### src/rtl/div_pkg.sv
// Shared definitions for the iterative divider.
//   div_state_e   : controller states (IDLE, CALC, FIX, DONE)
//   div_cnt_width : width of the iteration counter for a given operand width
package div_pkg;

    typedef enum logic [1:0] {
        DivIdle = 2'd0,
        DivCalc = 2'd1,
        DivFix  = 2'd2,
        DivDone = 2'd3
    } div_state_e;

    // Counter must hold Width-1; never narrower than one bit.
    function automatic int div_cnt_width(input int width);
        if (width > 1) begin
            return $clog2(width);
        end else begin
            return 1;
        end
    endfunction

endpackage

### src/rtl/abs_neg.sv
// Conditional two's-complement negation.
//   value  : operand
//   negate : 1 = return -value, 0 = pass value through
//   result : value or its two's-complement negation (wraps at Width bits)
module abs_neg #(
    parameter int Width = 32
) (
    input  logic [Width-1:0] value,
    input  logic             negate,
    output logic [Width-1:0] result
);

    // Negate as invert-plus-one; the most negative value maps to itself.
    always_comb begin
        result = value;
        if (negate) begin
            result = (~value) + {{(Width-1){1'b0}}, 1'b1};
        end else begin
            result = value;
        end
    end

endmodule

### src/rtl/iter_divider.sv
// Multi-cycle radix-2 restoring divider (DIV/DIVU) for the execute stage.
// Fixed latency: accept at edge T, done_o high in cycle T+Width+2.
//   clk_i       : clock
//   rst_ni      : synchronous active-low reset
//   start_i     : request, accepted only in IDLE
//   signed_i    : 1 = two's-complement divide, 0 = unsigned; sampled at accept
//   dividend_i  : numerator, sampled at accept
//   divisor_i   : denominator, sampled at accept
//   flush_i     : abort any in-flight operation
//   busy_o      : high from the cycle after accept through the DONE cycle
//   done_o      : one-cycle pulse, results valid
//   quotient_o  : quotient (LO)
//   remainder_o : remainder (HI)
module iter_divider
    import div_pkg::*;
#(
    parameter int Width = 32
) (
    input  logic             clk_i,
    input  logic             rst_ni,
    input  logic             start_i,
    input  logic             signed_i,
    input  logic [Width-1:0] dividend_i,
    input  logic [Width-1:0] divisor_i,
    input  logic             flush_i,
    output logic             busy_o,
    output logic             done_o,
    output logic [Width-1:0] quotient_o,
    output logic [Width-1:0] remainder_o
);

    localparam int CntW = div_cnt_width(Width);

    div_state_e        state_r;
    logic [CntW-1:0]   cnt_r;
    // Dividend magnitude shifts out MSB first; quotient bits shift in at the
    // LSB, so after Width iterations this register holds the raw quotient.
    logic [Width-1:0]  dvd_r;
    logic [Width-1:0]  dvs_r;
    logic [Width-1:0]  rem_r;
    logic              q_neg_r;
    logic              r_neg_r;
    logic              busy_r;
    logic              done_r;
    logic [Width-1:0]  quotient_r;
    logic [Width-1:0]  remainder_r;

    logic              dvd_neg_s;
    logic              dvs_neg_s;
    logic [Width-1:0]  dvd_mag_s;
    logic [Width-1:0]  dvs_mag_s;
    logic [Width-1:0]  q_fix_s;
    logic [Width-1:0]  r_fix_s;
    logic [Width:0]    trial_s;
    logic              q_bit_s;
    logic [Width-1:0]  rem_next_s;

    assign dvd_neg_s = signed_i & dividend_i[Width-1];
    assign dvs_neg_s = signed_i & divisor_i[Width-1];

    abs_neg #(.Width(Width)) u_dvd_mag (
        .value  (dividend_i),
        .negate (dvd_neg_s),
        .result (dvd_mag_s)
    );

    abs_neg #(.Width(Width)) u_dvs_mag (
        .value  (divisor_i),
        .negate (dvs_neg_s),
        .result (dvs_mag_s)
    );

    abs_neg #(.Width(Width)) u_q_fix (
        .value  (dvd_r),
        .negate (q_neg_r),
        .result (q_fix_s)
    );

    abs_neg #(.Width(Width)) u_r_fix (
        .value  (rem_r),
        .negate (r_neg_r),
        .result (r_fix_s)
    );

    // One restoring step: the kept partial remainder is always below the
    // divisor, so the Width+1-bit trial's top bit is its sign.
    always_comb begin
        trial_s    = {rem_r, dvd_r[Width-1]} - {1'b0, dvs_r};
        q_bit_s    = ~trial_s[Width];
        rem_next_s = {rem_r[Width-2:0], dvd_r[Width-1]};
        if (q_bit_s) begin
            rem_next_s = trial_s[Width-1:0];
        end else begin
            rem_next_s = {rem_r[Width-2:0], dvd_r[Width-1]};
        end
    end

    // Controller and datapath state; reset beats flush beats start.
    always_ff @(posedge clk_i) begin
        if (!rst_ni) begin
            state_r     <= DivIdle;
            cnt_r       <= '0;
            dvd_r       <= '0;
            dvs_r       <= '0;
            rem_r       <= '0;
            q_neg_r     <= 1'b0;
            r_neg_r     <= 1'b0;
            busy_r      <= 1'b0;
            done_r      <= 1'b0;
            quotient_r  <= '0;
            remainder_r <= '0;
        end else begin
            case (state_r)
                DivIdle: begin
                    done_r <= 1'b0;
                    if (start_i && !flush_i) begin
                        state_r <= DivCalc;
                        busy_r  <= 1'b1;
                        cnt_r   <= CntW'(Width - 1);
                        dvd_r   <= dvd_mag_s;
                        dvs_r   <= dvs_mag_s;
                        rem_r   <= '0;
                        q_neg_r <= dvd_neg_s ^ dvs_neg_s;
                        r_neg_r <= dvd_neg_s;
                    end else begin
                        busy_r <= 1'b0;
                    end
                end
                DivCalc: begin
                    if (flush_i) begin
                        state_r <= DivIdle;
                        busy_r  <= 1'b0;
                    end else begin
                        rem_r <= rem_next_s;
                        dvd_r <= {dvd_r[Width-2:0], q_bit_s};
                        if (cnt_r == '0) begin
                            state_r <= DivFix;
                        end else begin
                            cnt_r <= cnt_r - CntW'(1);
                        end
                    end
                end
                DivFix: begin
                    if (flush_i) begin
                        state_r <= DivIdle;
                        busy_r  <= 1'b0;
                    end else begin
                        state_r     <= DivDone;
                        done_r      <= 1'b1;
                        quotient_r  <= q_fix_s;
                        remainder_r <= r_fix_s;
                    end
                end
                DivDone: begin
                    state_r <= DivIdle;
                    busy_r  <= 1'b0;
                    done_r  <= 1'b0;
                end
                default: begin
                    state_r <= DivIdle;
                    busy_r  <= 1'b0;
                    done_r  <= 1'b0;
                end
            endcase
        end
    end

    assign busy_o      = busy_r;
    // A flush arriving in the DONE cycle must suppress the pulse in that
    // same cycle, so the registered flag is qualified by the live flush.
    assign done_o      = done_r & ~flush_i;
    assign quotient_o  = quotient_r;
    assign remainder_o = remainder_r;

endmodule
### config.mk
export PLATFORM = sky130hd
export DESIGN_NAME = iter_divider
export DESIGN_NICKNAME = d
export VERILOG_FILES = /design/src/rtl/div_pkg.sv /design/src/rtl/abs_neg.sv /design/src/rtl/iter_divider.sv
export SDC_FILE = /design/constraint.sdc
export NUM_CORES = 1
export LEC_CHECK = 0
export ABC_AREA = 1
export ABC_CLOCK_PERIOD_IN_PS = 2910
export CAP_MARGIN = 10
export CORE_ASPECT_RATIO = 1.5
export CORE_UTILIZATION = 50
export CTS_CLUSTER_SIZE = 40
export DETAILED_ROUTE_END_ITERATION = 16
export PLACE_DENSITY = 0.72
export SKIP_CTS_REPAIR_TIMING = 1
export SLEW_MARGIN = 5
export SYNTH_ARGS = -nofsm -noshare
export SYNTH_HDL_FRONTEND = slang
export SYNTH_SLANG_ARGS = --single-unit
### constraint.sdc
create_clock -name clk_i -period 2.91 [get_ports clk_i]
set_clock_uncertainty 0.15 [all_clocks]
set_input_delay 0.582 -clock clk_i [delete_from_list [all_inputs] [get_ports clk_i]]
set_output_delay 0.582 -clock clk_i [all_outputs]
set_load 0.01 [all_outputs]
==> results of run 1 <==
cell usage after synthesis (6+ instances only):
| cell type | instances | share of area |
|---|---|---|
| nand2_1 | 524 | 0.15 |
| inv_1 | 353 | 0.10 |
| nor2_1 | 197 | 0.056 |
| a21oi_1 | 184 | 0.070 |
| dfxtp_1 | 171 | 0.26 |
| nand3_1 | 165 | 0.063 |
| o21ai_0 | 145 | 0.055 |
| xor2_1 | 59 | 0.039 |
| clkbuf_1 | 50 | 0.014 |
| ha_1 | 42 | 0.040 |
| nor3_1 | 27 | 0.010 |
| o211ai_1 | 24 | 0.014 |
| nand4_1 | 20 | 0.0095 |
| nand2_4 | 17 | 0.015 |
| o21ai_1 | 17 | 0.0065 |
| nand3b_1 | 16 | 0.0091 |
| xnor2_1 | 13 | 0.0086 |
| a21oi_2 | 12 | 0.0080 |
| nand2_2 | 12 | 0.0057 |
| nand3_2 | 12 | 0.0091 |
| inv_2 | 10 | 0.0028 |
| a31oi_1 | 7 | 0.0033 |
| buf_1 | 6 | 0.0017 |
| buf_2 | 6 | 0.0023 |
| clkbuf_8 | 6 | 0.0063 |
| nor4_1 | 6 | 0.0028 |
cells by family after synthesis:
group           share of synthesized area
simple gates                        0.342
buf+inv                             0.135
compound gates                      0.174
flops                               0.260
xor+xnor                           0.0479
fa+ha+maj                          0.0414
flip-flops by register name (all words and copies together) (netlist names), 2 cells and up:
register and flops:
cnt_r 5, remainder_o 32, quotient_o 32, dvd_r 32, dvs_r 32, rem_r 32, state_r 2
layout make-up:
cell class / count / share of cell area
timing repair buffer: 174 / 0.110
sequential: 171 / 0.221
tap: 333 / 0.0269
clock buffer: 19 / 0.0286
multi-input combinational: 1546 / 0.516
clock inverter: 12 / 0.00887
inverter: 366 / 0.0886
metal layers:
layer  vias to the layer above  wire [µm]  GRT usage
li1                       7144          -          -
met1                      6381      16200      0.339
met2                       364      21900      0.584
met3                        93       1760     0.0429
met4                         0       2540      0.199
met5                         -          0          0
worst min-delay path by stage:
stage	startpoint	end	cells past startpoint
after detailed placement	cnt_r[0]	cnt_r[0]	1
after CTS	cnt_r[0]	cnt_r[0]	1
after global routing	cnt_r[0]	cnt_r[0]	1
after global placement	cnt_r[0]	cnt_r[0]	1
after floorplan	cnt_r[0]	cnt_r[0]	1
final	dvd_r[27]	dvd_r[27]	2
through the flow:
step	utilization	power, mW	hold WS (ns)	area (µm²)
final	0.600	7.67	0.315	15500
after global routing	0.600	8.10	0.338	15500
after CTS	0.599	7.66	0.316	15500
after detailed placement	0.577	5.36	0.305	14900
after global placement	0.577	5.33	0.301	14900
after floorplan	-	4.49	0.281	13200
power by group:
group | internal [mW] | switching [mW]
Clock | 1.30 | 1.01
Sequential | 2.51 | 0.150
Combinational | 0.908 | 1.79
Total | 4.72 | 2.95
tightest hold or removal path, stage by stage, from the launching register on:
cell	delay (ns)
dfxtp_1	0.31
nand2_1	0.06
a21oi_1	0.05
==> impl_metrics.py, run 1 <==
metrics = {
    "outcome": {
        "status": "finished clean",
    },
    "synthesis": {
        "seq_area_frac_synth": 0.260,
        "ys_warn_count": 0,
        "synth_edf_count": 0,
        "synth-main-ff-cell": "dfxtp_1",
        "synth_nets": 2270,
        "syn-cell-area_mm2": 0.0132,
        "ys_types": 50,
        "synthArstFlopShare": 0,
        "synth_seq_cells": 171,
        "syn_area_per_cell_um2": 6.10,
        "syn_inst": 2158,
    },
    "die": {
        "ios": 135,
        "fp-row-count": 72,
        "dieArea_mm2": 0.0270,
        "fp.coreArea_mm2": 0.0259,
        "die_y_um": 201,
        "die_x_um": 135,
        "initial_core_util": 0.510,
    },
    "timing": {
        "drv_slew": 0,
        "rsz0062_at_grt": "no",
        "worst_slack_ns": 0.250,
        "finalSetupViolCount": 0,
        "hold_viol": 0,
        "fmax_mhz": 376,
        "relSlewSlack": 0.571,
        "worst_pin_slew_ns": 0.643,
        "layout_min_cycle_time_ns": 2.66,
        "finalCritPeriodShare": 0.914,
        "tns_ns": 0,
    },
    "power": {
        "power_leakage_nw": 7.50,
        "ir_worst_vdd_uv": 433,
        "power_density_mw_per_mm2": 494,
    },
    "worst_setup_path": {
        "max_stage_delay_ns": 0.38,
        "reg2reg_from": "dvd_r[31]",
        "reg2reg_depth": 16,
        "reg2reg_to": "rem_r[6]",
        "critPathSlowestCell": "dfxtp_1",
        "rrSetupSlack_ns": 0.25,
        "required_ns": 3.06,
        "cp-endpoint": "rem_r[6]",
        "crit_chain": "inv_1 -> ha_1 -> fa_2 -> inv_2 -> nand2_2 -> nand2_1 -> nand3_2 -> nand2_4 -> nand2_4 -> nand2_4 -> nand2_4 -> nand3_2 -> buf_4 -> nand3_1 -> nand3_1 -> a21oi_1",
        "path_buf_inv": 3,
        "crit_path_start": "dvd_r[31]",
        "crit_family": "simple AND/OR/NAND/NOR gates",
        "critical_path_class": "flip-flop to flip-flop",
        "cp_common_cell": "nand2_4",
        "cp-start-kind": "flip-flop",
        "critical_path_depth": 16,
        "worstPathArrival_ns": 2.81,
        "cp_max_fo": 15,
        "worst_setup_path_end_kind": "flip-flop",
    },
    "global_routing": {
        "antenna_found_initial": 0,
        "grt_pass1_wl_um": 66900,
        "grt_usage": 0.319,
        "overflow": 0,
        "grt_max_degree": 96,
        "first_global_vias": 13100,
    },
    "final_layout": {
        "diodes": 0,
        "seqCellArea_mm2": 0.00342,
        "n_fill_cell": 2614,
        "drive_above_1_share": 0.0673,
        "final_common_cell": "nand2_1",
        "area_growth_pct": 17.7,
        "final_cell_mix": "nand2_1, inv_1, nor2_1, a21oi_1, dfxtp_1",
        "multi_input_area_mm2": 0.00800,
        "instances_no_fill": 2621,
        "layout.nets": 2388,
    },
    "placed_design": {
        "dp.cells": 2590,
        "dpl.hpwl_um": 33700,
        "place.gp.congestion": 0.952,
        "port_buffers": 134,
        "post-place-ws_ns": 0.0391,
    },
    "drt": {
        "post_drt_wl_per_cell_um": 16.2,
        "vias": 14000,
        "vias_per_cell": 5.33,
        "drc_errors": 0,
        "drt_iter0_markers": 743,
        "first_pass_iters": 5,
        "drt-total-wl_um": 42500,
        "final_antenna_net_count": 0,
    },
    "cts": {
        "clk-insertion-delay-late_ns": 0.45,
        "clock_sinks": 171,
        "cts_made_buffers": 17,
        "path_clk_slew_ns": 0.07,
        "htreeDepth": 4,
        "cts_max_path_buffers": 2,
        "cts_tree": "yes",
        "cts_root_buf": "clkbuf_16",
    },
    "job": {
        "drv_cap": 0,
    },
    "min_path": {
        "hold_class": "flip-flop to flip-flop",
    },
}
No activity file was read; power rests on OpenSTA's default activity.
==> run 2: changes to the inputs <==
--- a/config.mk
+++ b/config.mk
@@ -12,9 +12,11 @@
 export CORE_UTILIZATION = 50
 export CTS_CLUSTER_SIZE = 40
 export DETAILED_ROUTE_END_ITERATION = 16
-export PLACE_DENSITY = 0.72
+export GPL_ROUTABILITY_DRIVEN = 0
+export PLACE_DENSITY = 0.71
 export SKIP_CTS_REPAIR_TIMING = 1
 export SLEW_MARGIN = 5
 export SYNTH_ARGS = -nofsm -noshare
 export SYNTH_HDL_FRONTEND = slang
+export SYNTH_HIERARCHICAL = 1
 export SYNTH_SLANG_ARGS = --single-unit
==> impl_metrics.py, run 2 <==
metrics = {
    "synthesis": {
        "synthArstFlopShare": 0,
        "syn_inst": 2414,
        "yosys-top-cells-area": "dfxtp_1, nand2_1, nor2_1",
        "yosys.area.top_type": "dfxtp_1",
        "synth-main-ff-cell": "dfxtp_1",
        "seq_area_frac_synth": 0.241,
        "syn-cell-area_mm2": 0.0142,
        "ys_types": 44,
        "synth_nets": 2526,
        "synth_top_area_frac": 0.241,
        "ys_warn_count": 6,
        "synth_seq_cells": 171,
        "synth_common_cells": "nand2_1, nor2_1, inv_1",
        "yosysMostFrequentCell": "nand2_1",
        "synth_edf_count": 0,
        "syn_area_per_cell_um2": 5.89,
    },
    "timing": {
        "hold_viol": 0,
        "rsz0062_at_grt": "no",
        "finalSetupViolCount": 0,
        "finalCritPeriodShare": 0.919,
        "tns_ns": 0,
        "worst_pin_slew_ns": 0.564,
        "layout_min_cycle_time_ns": 2.67,
        "worst_hold_slack_ns": 0.320,
        "relSlewSlack": 0.624,
        "drv_slew": 0,
        "fmax_mhz": 374,
    },
    "die": {
        "die_x_um": 140,
        "die_y_um": 209,
        "fp-row-count": 75,
        "dieArea_mm2": 0.0291,
        "fp.coreArea_mm2": 0.0280,
        "ios": 135,
        "initial_core_util": 0.508,
    },
    "final_layout": {
        "final_common_cell": "nand2_1",
        "drive_above_1_share": 0.0957,
        "final_cell_mix": "nand2_1, nor2_1, inv_1, dfxtp_1, o21ai_0",
        "layout.nets": 2638,
        "instances_no_fill": 2885,
        "diodes": 0,
        "area_growth_pct": 16.2,
    },
    "cts": {
        "cts_root_buf": "clkbuf_16",
        "cts_max_path_buffers": 2,
        "htreeDepth": 4,
        "clock_sinks": 171,
        "path_clk_slew_ns": 0.08,
        "clk-insertion-delay-late_ns": 0.44,
        "cts_tree": "yes",
        "cts_made_buffers": 17,
    },
    "job": {
        "drv_cap": 0,
    },
    "placed_design": {
        "dpl.hpwl_um": 34800,
        "port_buffers": 134,
        "dp.cells": 2853,
    },
    "global_routing": {
        "first_global_vias": 14900,
        "grt_pass1_wl_um": 71300,
        "grt_usage": 0.308,
        "grt_max_degree": 68,
        "antenna_found_initial": 0,
        "overflow": 0,
    },
    "drt": {
        "drt_iter0_markers": 1008,
        "vias": 15300,
        "drt-total-wl_um": 43800,
        "final_antenna_net_count": 0,
        "first_pass_iters": 7,
        "vias_per_cell": 5.29,
        "drc_errors": 0,
        "post_drt_wl_per_cell_um": 15.2,
    },
    "worst_setup_path": {
        "reg2reg_to": "rem_r[2]",
        "cp_max_fo": 28,
        "cp-endpoint": "rem_r[2]",
        "critical_path_class": "flip-flop to flip-flop",
        "worstPathArrival_ns": 2.83,
        "rrSetupSlack_ns": 0.24,
        "cp-start-kind": "flip-flop",
        "reg2reg_depth": 13,
        "reg2reg_from": "rem_r[9]",
        "required_ns": 3.07,
        "worst_setup_path_end_kind": "flip-flop",
        "crit_path_start": "rem_r[9]",
    },
    "min_path": {
        "hold_class": "flip-flop to flip-flop",
        "hp-start": "dvs_r[2]",
        "whs_path_depth": 2,
    },
    "power": {
        "power.total_mw": 8.03,
        "ir_worst_vdd_uv": 521,
        "power_leakage_nw": 8.21,
        "power_density_mw_per_mm2": 486,
    },
    "outcome": {
        "status": "finished clean",
    },
}
-- run 2: cell count changes after synthesis, sizes merged, moves of 23 or more --
cell,before,now
a21oi,199,93
a31oi,7,35
inv,363,326
nand2,554,806
nand3,178,126
nor2,202,441
nor3,30,1
o211ai,24,1
xnor2,13,42
xor2,59,31
-- run 2: final cells by class --
type                    instances  area, µm²
clock inverters                14        163
multi-input cells            1835       9160
well taps                     346        433
repair buffers                174       1660
fillers                      2791      11400
flip-flops and latches        171       3420
inverters                     327       1250
clock buffers                  18        439
-- run 2: per-layer routing --
metal	up-vias	GRT usage	part of all wire
met5	-	0	0
li1	7698	-	-
met3	182	0.0371	0.040
met4	0	0.245	0.082
met2	511	0.589	0.52
met1	6873	0.295	0.35
-- run 2: cells by family after synthesis --
| group | after synthesis | share of synthesized area |
|---|---|---|
| xor+xnor | 73 | 0.0450 |
| buf+inv | 408 | 0.116 |
| fa+ha+maj | 43 | 0.0384 |
| compound gates | 310 | 0.120 |
| simple gates | 1409 | 0.440 |
| flops | 171 | 0.241 |
-- run 2: how the worst min path moves through the flow --
stage,endpoint,slack [ns]
2_1_floorplan,dvs_r[10],0.29
3_3_place_gp,dvs_r[2],0.30
3_5_place_dp,dvs_r[2],0.31
4_1_cts,dvs_r[2],0.32
5_1_grt,dvs_r[8],0.36
6_report,dvs_r[2],0.32
-- run 2: report_power, final --
part | switching [mW] | total [mW] | internal, mW
Combinational | 1.98 | 2.97 | 0.998
Sequential | 0.204 | 2.72 | 2.52
Clock | 1.14 | 2.34 | 1.19
Total | 3.32 | 8.03 | 4.71
-- run 2: per-stage QoR --
stage           util  instance area [µm²]  setup WS (ns)
6_report       0.591                16500          0.236
5_1_grt        0.591                16500         0.0544
4_1_cts        0.591                16500          0.225
3_5_place_dp   0.569                15900          0.231
3_3_place_gp   0.569                15900          0.279
2_1_floorplan      -                14200          0.578
-- run 2: worst max-delay path, stage by stage (launching register included) --
cell	delay, ns
dfxtp_1	0.61
ha_1	0.39
nand2_2	0.15
inv_2	0.04
nand2_1	0.05
nand2_1	0.10
a21oi_2	0.18
nand2_4	0.08
nand2_4	0.09
nand3_4	0.13
nand2_8	0.28
nand2_1	0.11
nand3_1	0.11
a21oi_1	0.06
==> run 3: changes to the inputs <==
--- a/config.mk
+++ b/config.mk
@@ -13,7 +13,7 @@
 export CTS_CLUSTER_SIZE = 40
 export DETAILED_ROUTE_END_ITERATION = 16
 export GPL_ROUTABILITY_DRIVEN = 0
-export PLACE_DENSITY = 0.71
+export PLACE_DENSITY_LB_ADDON = 0.15
 export SKIP_CTS_REPAIR_TIMING = 1
 export SLEW_MARGIN = 5
 export SYNTH_ARGS = -nofsm -noshare
==> impl_metrics.py, run 3 (synthesis gave the netlist of run 2 again) <==
metrics = {
    "outcome": {
        "status": "finished clean",
    },
    "drt": {
        "post_drt_wl_per_cell_um": 15.4,
        "drt_iter0_markers": 1052,
        "drt-total-wl_um": 44400,
        "vias_per_cell": 5.30,
        "first_pass_iters": 8,
        "final_antenna_net_count": 0,
        "vias": 15300,
        "drc_errors": 0,
    },
    "final_layout": {
        "drive_above_1_share": 0.0939,
        "final_cell_area_mm2": 0.0165,
        "layout.nets": 2633,
        "diodes": 0,
        "area_growth_pct": 16.0,
        "final_cell_mix": "nand2_1, nor2_1, inv_1, dfxtp_1, o21ai_0",
        "final_common_cell": "nand2_1",
    },
    "power": {
        "power_density_mw_per_mm2": 489,
        "ir_worst_vdd_uv": 476,
        "power_leakage_nw": 8.19,
    },
    "cts": {
        "path_clk_slew_ns": 0.07,
        "cts_root_buf": "clkbuf_16",
        "clock_sinks": 171,
        "cts_max_path_buffers": 2,
        "cts_tree": "yes",
        "cts_made_buffers": 17,
        "htreeDepth": 4,
        "clk-insertion-delay-late_ns": 0.46,
    },
    "worst_setup_path": {
        "reg2reg_depth": 13,
        "required_ns": 3.15,
        "reg2reg_to": "rem_r[17]",
        "reg2reg_from": "rem_r[6]",
        "cp_max_fo": 6,
        "critical_path_class": "flip-flop to flip-flop",
        "rrSetupSlack_ns": 0.19,
        "cp-start-kind": "flip-flop",
        "worstPathArrival_ns": 2.96,
        "worst_setup_path_end_kind": "flip-flop",
    },
    "die": {
        "ios": 135,
        "fp-row-count": 75,
        "die_x_um": 140,
        "die_y_um": 209,
        "dieArea_mm2": 0.0291,
        "initial_core_util": 0.508,
        "fp.coreArea_mm2": 0.0280,
    },
    "timing": {
        "rsz0062_at_grt": "no",
        "finalSetupViolCount": 0,
        "fmax_mhz": 368,
        "relSlewSlack": 0.629,
        "hold_viol": 0,
        "tns_ns": 0,
        "drv_slew": 0,
        "finalCritPeriodShare": 0.934,
        "worst_pin_slew_ns": 0.557,
        "layout_min_cycle_time_ns": 2.72,
    },
    "min_path": {
        "hold_class": "flip-flop to flip-flop",
        "min_to": "dvs_r[0]",
        "hp-start": "dvs_r[0]",
        "whs_path_depth": 2,
    },
    "global_routing": {
        "antenna_found_initial": 0,
        "first_global_vias": 14700,
        "grt_pass1_wl_um": 70900,
        "overflow": 0,
        "grt_usage": 0.310,
        "grt_max_degree": 68,
    },
    "placed_design": {
        "dpl.hpwl_um": 35500,
        "dpl-instance-area_mm2": 0.0159,
        "port_buffers": 134,
    },
    "job": {
        "drv_cap": 0,
    },
}
==> run 3: cell count changes in the layout (fill, tap and decap cells not counted) <==
cell / before / now
buf_12: 2 / 3
buf_4: 38 / 32
clkbuf_8: 1 / 0
clkinv_4: 1 / 2
inv_12: 2 / 3
inv_6: 9 / 8
nand2_4: 20 / 21
nand2_8: 3 / 2
==> run 3: stage by stage <==
| stage | cells | worst slack, ns | hold WS (ns) | power (mW) | utilization |
|---|---|---|---|---|---|
| global route | 2880 | 0.0352 | 0.339 | 8.55 | 0.590 |
| floorplan | 2414 | 0.578 | 0.285 | 4.85 | - |
| finish | 2880 | 0.193 | 0.322 | 8.07 | 0.590 |
| detailed placement | 2848 | 0.236 | 0.308 | 5.72 | 0.568 |
| global placement | 2848 | 0.280 | 0.304 | 5.66 | 0.568 |
| CTS | 2880 | 0.219 | 0.322 | 8.06 | 0.590 |
==> run 3: how the worst max path moves through the flow <==
| stage | startpoint | cells past startpoint | slack (ns) | endpoint |
|---|---|---|---|---|
| 3_3_place_gp | rem_r[9] | 15 | 0.28 | rem_r[30] |
| 4_1_cts | rem_r[9] | 15 | 0.22 | rem_r[31] |
| 3_5_place_dp | rem_r[9] | 15 | 0.24 | rem_r[31] |
| 5_1_grt | dvd_r[31] | 18 | 0.04 | rem_r[30] |
| 6_report | rem_r[6] | 13 | 0.19 | rem_r[17] |
| 2_1_floorplan | dvd_r[31] | 17 | 0.58 | rem_r[13] |
==> run 3: power by group <==
group          switching, mW  internal [mW]
Sequential             0.199           2.52
Combinational           2.01          0.995
Clock                   1.17           1.18
Total                   3.38           4.69
==> run 3: worst max-delay path: stages, from the launching register on <==
cell and delay, ns:
dfxtp_1 0.41, ha_1 0.41, nand2_1 0.13, nor2_1 0.33, nand3_1 0.16, nand3_1 0.26, nand2_1 0.12, nand2_1 0.07
nand2_1 0.04, nand2_1 0.18, inv_1 0.11, nand2_4 0.08, nand3_2 0.08, a21oi_2 0.12
==> run 3: cell type report <==
type,instances,area [µm²]
repair buffers,169,1640
clock inverters,15,179
clock buffers,17,425
fillers,2863,11500
flip-flops and latches,171,3420
well taps,346,433
multi-input cells,1835,9150
inverters,327,1250
==> run 3: layer usage <==
layer | global-route usage | vias to the layer above | wire (µm)
met1 | 0.295 | 6925 | 15900
li1 | - | 7692 | -
met4 | 0.250 | 0 | 3710
met2 | 0.591 | 464 | 23200
met5 | 0 | - | 0
met3 | 0.0382 | 184 | 1570
